### config.mk
export PLATFORM = sky130hd
export DESIGN_NAME = lr_sc_reservation_unit
export DESIGN_NICKNAME = d
export VERILOG_FILES = /design/src/rtl/lr_sc_reservation_unit.sv
export SDC_FILE = /design/constraint.sdc
export NUM_CORES = 1
export LEC_CHECK = 0
export CORE_ASPECT_RATIO = 0.8
export CORE_MARGIN = 2
export CORE_UTILIZATION = 34
export DETAILED_ROUTE_END_ITERATION = 10
export PLACE_DENSITY = 0.76
export SLEW_MARGIN = 25
export SYNTH_ARGS = -nofsm -noshare
export SYNTH_HDL_FRONTEND = slang
export SYNTH_SLANG_ARGS = --single-unit
export TNS_END_PERCENT = 20
### constraint.sdc
create_clock -name clk -period 2.97 [get_ports clk]
set_clock_uncertainty 0.05 [all_clocks]
set_input_delay 0.297 -clock clk [delete_from_list [all_inputs] [get_ports clk]]
set_output_delay 0.297 -clock clk [all_outputs]
set_load 0.01 [all_outputs]
### src/rtl/lr_sc_reservation_unit.sv
// MEM-stage LR.W/SC.W reservation tracker: holds one granule reservation and gates SC writes.
// Optional reservation expiry is enabled by defining RESERVATION_TIMEOUT_EN.
module lr_sc_reservation_unit #(
    parameter int ADDR_WIDTH     = 32,
    parameter int GRANULE_BITS   = 2,
    parameter int TIMEOUT_CYCLES = 64
) (
    input  logic                  clk,
    input  logic                  reset,
    input  logic                  valid,
    input  logic                  stall,
    input  logic                  isLr,
    input  logic                  isSc,
    input  logic                  memWrite,
    input  logic [ADDR_WIDTH-1:0] address,
    input  logic                  snoopValid,
    input  logic [ADDR_WIDTH-1:0] snoopAddress,
    output logic                  scWriteEnable,
    output logic [31:0]           scResult,
    output logic                  reservationValid,
    output logic [ADDR_WIDTH-1:0] reservedAddress
);

    typedef enum logic {IDLE, RESERVED} state_t;

    state_t                state, state_nxt;
    logic [ADDR_WIDTH-1:0] addr_nxt;
    logic                  commit;
    logic                  lr_commit;
    logic                  sc_commit;
    logic                  st_commit;
    logic                  sc_success;
    logic                  expired;

    function automatic logic granule_match(input logic [ADDR_WIDTH-1:0] a,
                                           input logic [ADDR_WIDTH-1:0] b);
        return (a >> GRANULE_BITS) == (b >> GRANULE_BITS);
    endfunction

    function automatic logic [ADDR_WIDTH-1:0] granule_align(input logic [ADDR_WIDTH-1:0] a);
        return (a >> GRANULE_BITS) << GRANULE_BITS;
    endfunction

    // SC wins over LR when both qualifiers are set
    assign commit    = valid & ~stall;
    assign sc_commit = commit & isSc;
    assign lr_commit = commit & isLr & ~isSc;
    assign st_commit = commit & memWrite & ~isSc & granule_match(address, reservedAddress);

    assign sc_success = (state == RESERVED) & granule_match(address, reservedAddress)
                        & ~(snoopValid & granule_match(snoopAddress, reservedAddress));

    assign scWriteEnable    = valid & isSc & sc_success;
    assign scResult         = {31'b0, ~sc_success};
    assign reservationValid = (state == RESERVED);

`ifdef RESERVATION_TIMEOUT_EN
    localparam int CNT_W = (TIMEOUT_CYCLES > 1) ? $clog2(TIMEOUT_CYCLES) : 1;
    localparam logic [CNT_W-1:0] CNT_LAST = CNT_W'(TIMEOUT_CYCLES - 1);

    logic [CNT_W-1:0] counter;

    always_ff @(posedge clk or posedge reset) begin
        if (reset) begin
            counter <= '0;
        end else if (lr_commit) begin
            counter <= '0;
        end else if (state == RESERVED) begin
            counter <= counter + 1'b1;
        end
    end

    assign expired = (state == RESERVED) & (counter == CNT_LAST) & ~lr_commit;
`else
    assign expired = 1'b0;
`endif

    always_comb begin
        state_nxt = state;
        addr_nxt  = reservedAddress;
        if (sc_commit) begin
            state_nxt = IDLE;
        end else if (lr_commit) begin
            state_nxt = RESERVED;
            addr_nxt  = granule_align(address);
        end else if (st_commit) begin
            state_nxt = IDLE;
        end
        if (expired) begin
            state_nxt = IDLE;
        end
        // snoop is checked against the post-update granule, so a same-cycle LR is cancelled
        if (snoopValid && granule_match(snoopAddress, addr_nxt)) begin
            state_nxt = IDLE;
        end
    end

    always_ff @(posedge clk or posedge reset) begin
        if (reset) begin
            state           <= IDLE;
            reservedAddress <= '0;
        end else begin
            state           <= state_nxt;
            reservedAddress <= addr_nxt;
        end
    end

endmodule

======== Word-level counts from Yosys, hierarchy flattened ========
Index checks and enable logic that the tools add are counted.
cells by class
  muxes and demuxes ....................... 6
  bitwise gates (word level) .............. 16
  reduce and logical (&&, ||, !) cells .... 2
  equal/unequal tests ..................... 3
operators by type and width
  kind                number
  30-bit == test      3
  32-bit 2-to-1 mux   2
  1-bit bitwise AND   12
  1-bit 2-to-1 mux    4
  1-bit inverter      4
  4-bit nonzero test  1
  1-bit logical AND   1
storage, ports and cells
  input bits .............................. 72
  output and inout bits ................... 66
  word-level logic and storage cells ...... 29
  bits in registers ....................... 31

======== Logic depth before layout (Yosys ltp) ========
Gate-level depths: netlist of run 1.
  depth in word-level cells ............... 9
  gate-level depth with buffers ........... 9
  mapped depth without buffers ............ 6

======== Least setup slack after synthesis of run 1 ========
No wires, ideal clock.
  path kind ............................... input-to-reg
  from .................................... input stall
  to ...................................... register state (netlist: reservationValid)
  arrival ................................. 2,155 ps
  setup slack ............................. 641 ps
  stages .................................. 6
  data required time ...................... 2,796 ps
  library setup time ...................... 124 ps
  path buffers ............................ 1
  cell sequence ........................... nor4bb_1 > buf_2 > mux2_2 > a221o_1 > or4b_1 > o31a_1
on the way
  longest elaborated chain between the ends .. 9
  elaborated cells on any way between the ends .. 16
  classes of those cells .................. eq/ne: 1; mux: 5; bitwise: 8; reduce/logical: 2
ends and longest elaborated chain
  element                                                                  RTL line  RTL
  from (decl)                                                              11        input logic stall,
  1-bit inverter (*)                                                       45        assign commit = valid & ~stall;
  1-bit bitwise AND (*)                                                    45
  1-bit bitwise AND (2 in series)                                          47        assign lr_commit = commit & isLr & ~isSc;
  32-bit 2-to-1 mux                                                        83        end else if (lr_commit) begin
  32-bit 2-to-1 mux (*)                                                    81        if (sc_commit) begin
  named net addr_nxt[28]                                                   27        logic [ADDR_WIDTH-1:0] addr_nxt;
  30-bit == test (*)                                                       37        return (a >> GRANULE_BITS) == (b >> GRANULE_BITS);
  1-bit logical AND (*)                                                    93        if (snoopValid && granule_match(snoopAddress, addr_nxt)) begin
  4-bit nonzero test (no source line) or 1-bit 2-to-1 mux (tied branches)  -
  to (signal assigned)                                                     103       state <= state_nxt;
  to (decl)                                                                26        state_t state, state_nxt;
Mark *: on every way through the listed nets, which the timed path passes. The rest lies on a longest branch.
A chain may end at the register's enable or synchronous reset.

======== Worst setup path after layout of run 1 ========
Ends and elaborated chain as after synthesis.

==> impl_summary.md, run 1 <==
Status
The run finished with clean final reports.

Worst setup path
Along the worst path, the maximum fanout reaches 7. The worst register-to-register path begins at reservedAddress[6]. STA puts the critical path data required time at 3.09 ns. The internal reg-to-reg setup slack is 0.60 ns. The critical path start-end classification is input port to register. At the worst endpoint, the arrival time is 2.93 ns.

STA classifies the critical path endpoint as a register. The endpoint identified for the worst register-to-register timing path is reservationValid. STA classifies the critical path startpoint as an input port. The depth of the most critical reg-to-reg path is 7.

Placed design
After legalization and detailed placement, the total HPWL measured 7260 um. Prior to clock tree synthesis, the placed netlist has a worst setup slack of -0.130 ns. Counting tap cells, the placed design contains a total of just over 500 instances. The count of input and output buffers is 100. The congestion estimate from routability-driven global placement came to 0.920.

Floorplanning
The number of top-level design ports is 138. The die span in y is around 83 um. The placement row count is 28. The effective utilization at floorplan is 0.356. After floorplanning, the core was sized to cover 7500 um2. In this run the horizontal extent of the chip is 103 um. The die covers 8590 um2.

Yosys
The synthesized design contains 31 register bits. The share of async-settable or async-resettable flops after synthesis is 1.00. Sorting the synthesized cells by area gives the leading types as sky130_fd_sc_hd__dfrtp_1, sky130_fd_sc_hd__xor2_1, sky130_fd_sc_hd__mux2_2.

The commonest cells after synthesis are sky130_fd_sc_hd__xor2_1, sky130_fd_sc_hd__buf_4, sky130_fd_sc_hd__dfrtp_1, sky130_fd_sc_hd__inv_1, sky130_fd_sc_hd__mux2_2. By instance count, the leading cell after synthesis is sky130_fd_sc_hd__xor2_1. The leading area contributor after synthesis is sky130_fd_sc_hd__dfrtp_1. The count of flip-flops with a built-in enable after synthesis is 0. The post-synthesis area per instance is 9.44 um2. The total standard cell area after synthesis is 2670 um2. Of the post-synthesis cell area, the dominant cell type holds 0.290.

The share of the Yosys chip area taken by registers is 0.290. The number of distinct library cells after synthesis is 41. The most used flip-flop cell after synthesis is sky130_fd_sc_hd__dfrtp_1. In the synthesized netlist, the number of instances is 283.

The number of warning messages in the yosys log is 0.

Route
The remaining antenna violation count is 0. The number of vias in the routed layout is 2485. After detailed routing, the number of vias per cell comes to ~4.7.

The wire length per cell is around 17 um. For this block, the routed nets add up to just under 9000 um of wire. The violation count after the first detailed-routing iteration is 96. The DRC violations left is 0. The total iterations of the first detailed-routing run is 4.

Finish
Relative to the synthesized area, the layout overhead comes to 52.4%. After filler insertion, the fill cell instance count of the layout stands at 694. The share of final-layout standard cells stronger than drive strength 1 is 0.186. The final instance count without filler cells is ~520. The share of the core filled with cells in the final layout is 0.543. The repair_antennas step left the layout with diodes totalling 0. At the end of the flow, the number of nets in the layout was about 500.

STA
Setup total negative slack on the finished layout was measured at 0 ns. The least setup slack across all paths after layout is 0.157 ns. The relative slew slack is 0.583.

At the pin with the least slew margin, the transition time is 0.610 ns. The setup-violating endpoint count in the final report is 0. For this run, the top clock speed supported by timing is around 360 MHz. The final number of max-transition violations was 0.

The minimum clock period is 2.81 ns. The share of the clock period used by the worst path is 0.947. The hold violation total from the final report is 0.

Setup repair after global routing left no endpoint under its margin.

GRT
Entering global routing, the biggest net connects 32 pins. The number of global-route vias before repair came to ~2500. In the global route stage, overall resource usage came out at 0.201. Summed over all layers, the global routing overflow is 0. The number of antenna violations at the first check in global routing is 0. The first global-routing pass estimated 13100 um of wire.

Power
The worst-case IR drop observed on VDD is ~0.25 mV. Of the total power, the share spent switching nets is 0.352. The cell leakage power is 0.00177 uW.

The sequential cell fraction of total power is 0.326. The share of total power dissipated in combinational logic is 0.452. For this design the total switching power over the nets is roughly 700 uW. Overall power consumption after layout is estimated at 2000 uW.

In this run the power density over the cells is between 400 and 500 nW/um2. The design internal power is between 1000 and 1500 uW. The share of total power in the clock network is 0.222.

Worst hold path
The path category of the worst min-delay check is input port to async pin.

Clocking
Clock latency on the worst-skew pair, taken at its later pin, is around 0.28 ns. TritonCTS built the clock tree. Counting every sink on the clock net gives 31.

The number of levels the H-tree was split into is 2. Clock tree synthesis inserted a total of 5 buffers. Counting along the longest clock path gives a buffer depth of 2. The clock slew at the register clock pins of the worst setup and hold paths is ~0.070 ns. The buffer cell driving the clock tree root is sky130_fd_sc_hd__clkbuf_8.

Run
The tool flagged a number of max-cap violations equal to 0.
==> cell usage in the layout, fill, tap and decap left out, drive strengths merged, types with 3 or more instances in the layout <==
cell / Yosys / final
a31oi: 3 / 3
clkdlybuf4s50: 0 / 98
nand4: 7 / 7
o2111ai: 3 / 3
buf: 38 / 34
a2111oi: 3 / 3
mux2: 29 / 29
xnor2: 21 / 21
xor2: 43 / 43
nand2: 5 / 5
nor2: 4 / 4
conb: 1 / 33
nand3: 3 / 3
o22ai: 5 / 5
inv: 29 / 29
clkbuf: 0 / 6
a221oi: 5 / 5
nor2b: 9 / 9
dfrtp: 31 / 31
nand2b: 6 / 6
nor4: 13 / 13
o2bb2ai: 3 / 3
==> worst max-delay path by stage <==
| stage | start | to |
|---|---|---|
| after global placement | snoopAddress[6] | scResult[0] |
| after floorplan | stall | reservationValid |
| after global routing | stall | reservationValid |
| after CTS | address[22] | scWriteEnable |
| after detailed placement | isSc | reservationValid |
| final | stall | reservationValid |
==> power by group through the flow <==
stage / Clock [uW] / Sequential, uW / Combinational (uW)
floorplan: 0 / 679 / 411
global placement: 0 / 656 / 877
detailed placement: 0 / 659 / 888
CTS: 454 / 652 / 899
global route: 476 / 669 / 971
finish: 444 / 651 / 904
==> state kept, by name, summed over array words and instances, names as in the netlist <==
register	count
reservationValid	1
reservedAddress	30
==> repair_timing <==
action,CTS,global route
buffers inserted,0,1
cloned,0,0
setup endpoints to repair,2,2
pin swaps,1,2
gates resized for setup,3,4
hold buffers,0,0
==> stage by stage <==
step	instance area (um2)	hold WS, ns
finish	4070	0.344
global route	4070	0.390
CTS	4050	0.357
detailed placement	3910	0.537
global placement	3910	0.531
floorplan	2790	0.351
==> metal layers <==
layer,track usage,share of wire,up-vias
met1,0.282,0.45,1167
met4,0.0335,0.0077,0
met5,0,0,-
li1,-,-,1194
met3,0.0497,0.085,7
met2,0.316,0.46,117
==> final cells by class <==
| class | count | area, um2 | share of cell area |
|---|---|---|---|
| clock buffer | 6 | 82.6 | 0.0203 |
| clock inverter | 2 | 35.0 | 0.00861 |
| inverter | 29 | 109 | 0.0267 |
| multi-input combinational | 217 | 1670 | 0.411 |
| sequential | 31 | 777 | 0.191 |
| tap | 105 | 131 | 0.0323 |
| timing repair buffer | 134 | 1260 | 0.310 |
==> worst max-delay path, stage by stage <==
cell                              delay [ns]
sky130_fd_sc_hd__clkdlybuf4s50_1        0.46
sky130_fd_sc_hd__nor4bb_4               0.47
sky130_fd_sc_hd__buf_4                  0.25
sky130_fd_sc_hd__mux2_2                 0.35
sky130_fd_sc_hd__a22o_1                 0.24
sky130_fd_sc_hd__nor4_1                 0.31
sky130_fd_sc_hd__buf_4                  0.18
sky130_fd_sc_hd__nand4_1                0.12
sky130_fd_sc_hd__o31a_1                 0.26
==> kinds of logic (layout without fill, tap and decap cells) <==
logic type,count (synthesis),in the layout,synth area share
xor gates and xnor gates,64,64,0.210
muxes,29,29,0.124
DFF,31,31,0.290
other,1,33,0.00140
and+or+nand+nor,52,52,0.114
buffers and inverters,67,171,0.143
AOI/OAI and AO/OA,39,39,0.118
Note: power is estimated with default switching activity, not from simulation.
==> inputs of run 2 (changes only) <==
--- a/config.mk
+++ b/config.mk
@@ -9,6 +9,7 @@
 export CORE_MARGIN = 2
 export CORE_UTILIZATION = 34
 export DETAILED_ROUTE_END_ITERATION = 10
+export GPL_TIMING_DRIVEN = 0
 export PLACE_DENSITY = 0.76
 export SLEW_MARGIN = 25
 export SYNTH_ARGS = -nofsm -noshare
==> impl_summary.md, run 2 (synthesized netlist as in run 1, its figures left out) <==
Status
The flow ran to the end, and the final reports show no timing, DRC or antenna violations.

Placed design
The count of placed standard cells including taps is 520. Buffers placed on the I/O ports in this run total 100. Summing all placed instances gives a cell area of 3920 um2. The detailed placer's ending HPWL is 7270 um.

The placer congestion estimate is between 0.9 and 1.

Floorplanning
The initial utilization of the core area, before any placement, comes to 0.356. The die span in y is between 80 and 90 um. Pin placement for this block handled around 140 I/O pins. The placement row count is 28. The region available for standard cell placement spans approximately 7500 um2.

The die span in x is 103 um. The die covers roughly 8600 um2.

Finish
Once layout is done, the placed cells without fillers occupy 4090 um2. The area of all sequential standard cells is 776 um2. The top cell types in the final layout, fill and taps aside, are sky130_fd_sc_hd__clkdlybuf4s50_1, sky130_fd_sc_hd__xor2_1, sky130_fd_sc_hd__buf_4. The flip-flop count of the largest register, all copies and words added is 30. The library cell used most frequently in the layout, excluding fill and tap cells, is sky130_fd_sc_hd__clkdlybuf4s50_1. Fill cells in the final layout number 715. The final instance count without filler cells is 528.

The area of combinational cells with multiple inputs is approximately 1700 um2. The area growth from synthesis to layout is 53.2%. The number of antenna diodes in the final layout is 0.

The register name with the most flops is reservedAddress. In the final design database the tool counted between 400 and 500 nets. Of the cells placed in the final design, the portion with a size suffix greater than 1 is 0.199.

Route
The wire length per cell is 16.6 um. The DRC violations left is 0. The violation count after the first detailed-routing iteration is 90. The remaining antenna violation count is 0. The total iterations of the first detailed-routing run is 4. The routed layout has 2493 vias.

The number of vias per cell after detailed routing is 4.72. The final layout contains routed wiring with a total length of slightly below 9000 um.

Clocking
The buffer cell driving the clock tree root is sky130_fd_sc_hd__clkbuf_8. The buffer levels on the longest clock path is 2. TritonCTS built the clock tree.

In this run, CTS created clock tree buffers numbering 5. After clock tree synthesis, the clock-pin slew on the worst setup and hold paths is 0.07 ns. The number of buffers added to fix hold violations after cts is 0. The clock reaches the later pin of the worst-skew pair after 0.28 ns.

The total clock sinks is 31. The number of levels the H-tree was split into is 2.

Worst setup path
The slowest stage of the critical path is the sky130_fd_sc_hd__clkdlybuf4s50_1 cell. STA classifies the critical path endpoint as a register. For this run, the slowest stage of the critical path takes 0.45 ns. The destination of the worst register-to-register timing path is reservationValid.

The worst path buffer plus inverter count is 3. For the worst flop-to-flop path, the logic depth is 6. The kind of cell with the highest combined delay along the critical path is buffers and inverters. Walking the worst path, the cells encountered are clkdlybuf4s50_1, nor4bb_1, buf_4, clkbuf_4, mux2_2, a22o_1, nor4_2, nand4_1, o31a_1. The startpoint of the lowest-slack register-to-register path is reservedAddress[6].

The worst setup path is launched from an input port. The critical path start-end classification is input port to register. Along the worst path, the maximum fanout reaches 10. For flop-to-flop paths, the worst setup slack is approximately 0.66 ns. Data on the critical path is required at its endpoint by roughly 3.1 ns. The arrival time of the worst setup path is about 3 ns.

GRT
The pin count of the biggest net entering global routing is 32. The total track usage is 0.199. The number of antenna violations at the first check in global routing came to 0.

The global-route wire length before repair is between 10000 and 15000 um. The leftover overflow at the end of global routing is 0. The number of global-route vias before repair is 2468.

STA
At the pin with the least slew margin, the transition time is roughly 0.67 ns. Of the available clock period, the critical path in the final layout requires 0.969. Setup repair after global routing could not meet its margin everywhere. The timing-limited maximum frequency is 348 MHz.

The final number of max-transition violations is 0. The hold violation total from the final report is 0. Subtracting the final worst setup slack from the clock period gives 2.88 ns. The worst hold margin is 0.379 ns. The worst pin sits at a relative slew slack of 0.553. Setup violations remaining at the end of the flow were counted as 0.

Power
The internal power of the cells totals 1290 uW. Dividing total power by cell area gives a power density of 487 nW/um2. The maximum vdd ir drop is 0.259 mV.

The share of total power in the clock network is 0.222. The switching share of total power is 0.354. The cell leakage power is 0.00178 uW. Of the total power, combinational logic draws 0.449. The share of total power dissipated in sequential elements is 0.329. The switching power is around 710 uW.

Worst hold path
The path category of the worst min-delay check is input port to async pin.

Run
The number of max-cap violations is 0.
[run 2: per-layer routing]
metal  vias to the layer above  share of wire  track usage
met5                         -              0            0
met1                      1154           0.46        0.279
met4                         0          0.014       0.0443
met3                        13          0.086       0.0513
met2                       115           0.44        0.307
li1                       1211              -            -
[run 2: area by class of cell]
class                   count  area share
plain buffers              38      0.0679
clock buffers               6      0.0202
clock inverters             2     0.00856
inverters                  29      0.0266
multi-input cells         217       0.410
flip-flops and latches     31       0.190
well taps                 105      0.0321
repair buffers            100       0.245
[run 2: power groups by stage]
stage	clock (uW)	sequential (uW)	combinational [uW]
floorplan	0	679	411
global placement	0	657	865
detailed placement	0	661	869
CTS	447	654	884
global route	467	675	954
finish	441	656	895
[run 2: timing repair]
item,4_1_cts,5_1_grt
hold endpoints to repair,0,0
gates resized for setup,4,6
endpoints found under the setup margin,3,3
setup buffers,0,0
[run 2: how the worst max path moves through the flow]
stage / from / end / slack (ns) / cells past startpoint
2_1_floorplan: stall / reservationValid / 0.64 / 6
3_3_place_gp: isSc / reservationValid / -0.32 / 9
3_5_place_dp: isSc / reservationValid / -0.38 / 9
4_1_cts: address[8] / scWriteEnable / -0.03 / 8
5_1_grt: address[11] / scWriteEnable / -0.04 / 8
6_report: isSc / reservationValid / 0.09 / 9
[run 2: metrics by stage]
| stage | setup WS, ns | setup TNS, ns | power, uW | util |
|---|---|---|---|---|
| floorplan | 0.641 | 0 | 1090 | - |
| global placement | -0.319 | -0.636 | 1520 | 0.523 |
| finish | 0.0925 | 0 | 1990 | 0.546 |
| global route | -0.0444 | -0.0444 | 2100 | 0.546 |
| detailed placement | -0.376 | -0.606 | 1530 | 0.523 |
| CTS | -0.0322 | -0.0322 | 1980 | 0.542 |
